### config.mk
export PLATFORM = sky130hd
export DESIGN_NAME = k_fifo_2deep_ctrl
export DESIGN_NICKNAME = d
export VERILOG_FILES = /design/src/rtl/k_fifo_2deep_ctrl.sv
export SDC_FILE = /design/constraint.sdc
export NUM_CORES = 1
export LEC_CHECK = 0
export ABC_AREA = 1
export BUFFER_PORTS_ARGS = -buffer_cell sky130_fd_sc_hd__buf_2
export CAP_MARGIN = 40
export CORE_AREA = 2 2 39 41
export DETAILED_ROUTE_END_ITERATION = 6
export DIE_AREA = 0 0 41 43
export GPL_TIMING_DRIVEN = 0
export REMOVE_ABC_BUFFERS = 1
export SYNTH_ARGS = -nofsm -noshare
export SYNTH_HDL_FRONTEND = slang
export SYNTH_SLANG_ARGS = --single-unit
### constraint.sdc
create_clock -name clk -period 1.9 [get_ports clk]
set_clock_uncertainty 0.05 [all_clocks]
set_input_delay 0.095 -clock clk [delete_from_list [all_inputs] [get_ports clk]]
set_output_delay 0.095 -clock clk [all_outputs]
set_load 0.05 [all_outputs]
### src/rtl/k_fifo_2deep_ctrl.sv
// k_fifo_2deep_ctrl
//   Pointer/flag controller for a small FIFO built around an external
//   dual-port RAM with a combinational read port. The controller owns the
//   write and read pointers. It drives the RAM write enable and the two
//   addresses, and it reports occupancy.
//
// Ports
//   clk, rst_n      : clock (posedge) and asynchronous active-low reset
//   flush           : synchronous clear of the FIFO contents; wins over push/pop
//   in_valid        : producer has a word on the RAM d bus
//   in_ready        : word is accepted this cycle (= !full)
//   out_valid       : RAM q holds the oldest word (= !empty)
//   out_ready       : consumer takes q this cycle
//   wen/waddr       : RAM write enable / write address
//   raddr           : RAM read address (q is combinational from raddr)
//   full/empty      : status flags
//   count           : stored words, 0..2**addr_w
//   ovf_err         : sticky, set by a push attempt while full; only reset clears it
module k_fifo_2deep_ctrl #(
    parameter int addr_w = 1
) (
    input  logic              clk,
    input  logic              rst_n,
    input  logic              flush,
    input  logic              in_valid,
    output logic              in_ready,
    output logic              out_valid,
    input  logic              out_ready,
    output logic              wen,
    output logic [addr_w-1:0] waddr,
    output logic [addr_w-1:0] raddr,
    output logic              full,
    output logic              empty,
    output logic [addr_w:0]   count,
    output logic              ovf_err
);

    localparam int PW = addr_w + 1;

    // The extra MSB on each pointer is a wrap bit. It separates full from
    // empty when the address bits match.
    logic [PW-1:0] wr_ptr_q, wr_ptr_d;
    logic [PW-1:0] rd_ptr_q, rd_ptr_d;
    logic          ovf_err_q, ovf_err_d;
    logic          push, pop;

    assign empty = (wr_ptr_q == rd_ptr_q);
    assign full  = (wr_ptr_q[addr_w] != rd_ptr_q[addr_w]) &&
                   (wr_ptr_q[addr_w-1:0] == rd_ptr_q[addr_w-1:0]);
    assign count = wr_ptr_q - rd_ptr_q;

    // in_ready depends only on registered state. A pop in the same cycle
    // never frees a slot for a push while full.
    assign in_ready  = !full;
    assign out_valid = !empty;

    assign push  = in_valid && in_ready;
    assign pop   = out_valid && out_ready;
    assign wen   = push && !flush;
    assign waddr = wr_ptr_q[addr_w-1:0];
    assign raddr = rd_ptr_q[addr_w-1:0];
    assign ovf_err = ovf_err_q;

    always_comb begin
        wr_ptr_d  = wr_ptr_q;
        rd_ptr_d  = rd_ptr_q;
        ovf_err_d = ovf_err_q || (in_valid && full);
        if (flush) begin
            wr_ptr_d = '0;
            rd_ptr_d = '0;
        end else begin
            if (push) wr_ptr_d = wr_ptr_q + PW'(1);
            if (pop)  rd_ptr_d = rd_ptr_q + PW'(1);
        end
    end

    always_ff @(posedge clk or negedge rst_n) begin
        if (!rst_n) begin
            wr_ptr_q  <= '0;
            rd_ptr_q  <= '0;
            ovf_err_q <= 1'b0;
        end else begin
            wr_ptr_q  <= wr_ptr_d;
            rd_ptr_q  <= rd_ptr_d;
            ovf_err_q <= ovf_err_d;
        end
    end

endmodule

==> results.yml <==
route:
  drt_wl_total_um: 653
  maxUsedRoutingLayer: "met3"
  dr.pass1.iters: 3
  dr.first_iter.drc_count: 9
  num_vias: 331
  met3_length_um: 34
  viasPerCell: 4.14
  wire_per_inst_um: 8.16
  m1WireLength_um: 285
  ant_nets: 0
  dr_wl_met2_um: 333
  drc_errors: 0
timing:
  setup_viol: 0
  setup_ws_ns: 0.119
  worstMarginPinSlew_ns: 0.249
  timing.final.max_slew_violations: 0
  hold_ws_ns: 0.103
  fmax_mhz: 561
  timing.final.crit_share_pct: 93.7
  rsz0062_at_grt: "false"
  tns_ns: 0
  finalHoldViolations: 0
  post-route-min-period_ns: 1.78
  relSlewSlack_pct: 83.5
die:
  rows: 14
  pin_count: 15
  die_y_um: 43
  core_um2: 1380
  initial_utilization_pct: 25.1
  die-area_um2: 1760
  dieWidth_um: 41
global_route:
  grt_max_degree: 9
  grt_pass1_vias: 311
  grt_overflow: 0
  grt_use_total_pct: 9.61
  antenna_found_initial: 0
  grt_pass1_wl_um: 1110
synth:
  syn-cell-area_um2: 348
  seq_area_frac_synth_pct: 36.0
  ys_types: 13
  syn_avg_cell_area_um2: 7.73
  ys_seq_elements: 5
  ys_warn_count: 0
  syn_inst: 45
place:
  port_buffers: 14
  placed_area_um2: 438
  dp_cells: 75
  place.detailed.hpwl_um: 563
  pre_cts_ws_ns: 0.346
  globalplace.congestion: 0.645
outcome:
  status: "finished clean"
layout:
  nets: 71
  n_fill_cell: 155
  finalNonFillerCells: 80
  layout-drive-gt1-share_pct: 35.9
  stdcell_area_um2: 474
  antenna_cells: 0
  register_area_um2: 125
  syn2layout_area_growth_pct: 36.3
  multi_input_area_um2: 189
  post-route-util_pct: 34.3
worst_setup_path:
  end_kind: "primary output"
  required_ns: 1.75
  crit_arrival_ns: 1.64
  start_kind: "flip-flop"
  setup.worst_path.class: "flip-flop to primary output"
  r2r-end: "ovf_err$_DFF_PN0_"
  crit_start: "wr_ptr_q[0]$_DFFE_PN0P_"
  cpMaxStageDelayCell: "ha_1"
  crit_end: "wen"
  critPathTopFamily: "adder cells"
  cp_num_buf_inv: 2
  reg2reg_from: "wr_ptr_q[0]$_DFFE_PN0P_"
  crit_chain: "inv_1, ha_1, nand3_4, nand2_4, nor2_1, buf_2"
  slowest_delay_ns: 0.39
  r2r_slack_ns: 0.54
  cp_max_fo: 5
  ff2ff_path_depth: 5
  timing.critical_path.depth: 6
clock_tree:
  hold_buffers: 1
  cts.path.max_buffers: 2
  clk_latency_ns: 0.24
  htreeDepth: 1
  cts_root_buffer: "clkbuf_4"
  cts_tree: "built"
  cts.clk_slew.worst_paths_ns: 0.04
  cts_buffers: 3
  cts.sinks: 5
  postCtsSetupRepairBufs: 0
  post_cts_resized: 0
power_and_ir_drop:
  power_leakage_nw: 0.272
  p_per_area_nw_per_um2: 1490
  max-vdd-ir-drop_uv: 502
  total_power_mw: 0.707
flow_run:
  drv_cap: 0
min_path:
  hold_class: "primary input to flip-flop"
-- power breakdown --
group	total, mW	switching [mW]	internal (mW)
Clock	0.119	0.0402	0.0792
Combinational	0.439	0.334	0.105
Sequential	0.149	0.0207	0.129
Total	0.707	0.395	0.313
-- layout make-up --
cell class / count / area share [%]
Timing Repair Buffer: 15 / 16.9
Clock buffer: 4 / 5.54
Sequential cell: 5 / 26.4
Tap cell: 16 / 4.22
Inverter: 9 / 7.12
Multi-Input combinational cell: 31 / 39.8
-- cells in the mapped netlist (all sizes together) --
library cell | n | area (um^2)
nand2 | 15 | 68.8
inv | 9 | 33.8
nand3 | 6 | 55.1
dfrtp | 5 | 125
nand4 | 4 | 25.0
nor2 | 3 | 11.3
a21o | 1 | 7.51
ha | 1 | 12.5
xnor2 | 1 | 8.76
-- cell usage in the layout, fill, tap and decap left out --
cell            n
a21o_1          1
buf_2          14
clkbuf_1        1
clkbuf_4        3
dfrtp_1         5
dlygate4sd3_1   1
ha_1            1
inv_1           8
inv_2           1
nand2_1        12
nand2_2         2
nand2_4         1
nand3_1         4
nand3_4         2
nand4_1         4
nor2_1          3
xnor2_1         1
-- per-layer routing --
layer / up-vias / global-route usage (%)
li1: 180 / -
met1: 143 / 10.9
met5: - / 0
met3: 0 / 1.57
met2: 8 / 13.8
met4: 0 / 10.0
-- how the worst min path moves through the flow --
stage                    from                 endpoint  slack [ns]  depth (start not counted)
finish               in_valid        ovf_err$_DFF_PN0_        0.10                          2
detailed placement      rst_n  rd_ptr_q[0]$_DFFE_PN0P_       -0.14                          1
floorplan               rst_n        ovf_err$_DFF_PN0_       -0.25                          0
global route        out_ready  rd_ptr_q[0]$_DFFE_PN0P_        0.12                          3
CTS                  in_valid        ovf_err$_DFF_PN0_        0.09                          2
global placement        rst_n  rd_ptr_q[1]$_DFFE_PN0P_       -0.14                          1
-- cells by family (layout without fill, tap and decap cells) --
| kind of cell | Yosys count | after routing | share of synthesized area [%] |
|---|---|---|---|
| AOI/OAI and AO/OA | 1 | 1 | 2.16 |
| xor gates and xnor gates | 1 | 1 | 2.52 |
| adders and majority gates | 1 | 1 | 3.60 |
| buffers and inverters | 9 | 28 | 9.71 |
| DFF | 5 | 5 | 36.0 |
| and+or+nand+nor | 28 | 28 | 46.0 |
-- registers in the layout, summed over array words and instances, names as in the netlist --
signal / cells
wr_ptr_q: 2
rd_ptr_q: 2
ovf_err: 1
(Power assumes the default switching activity.)
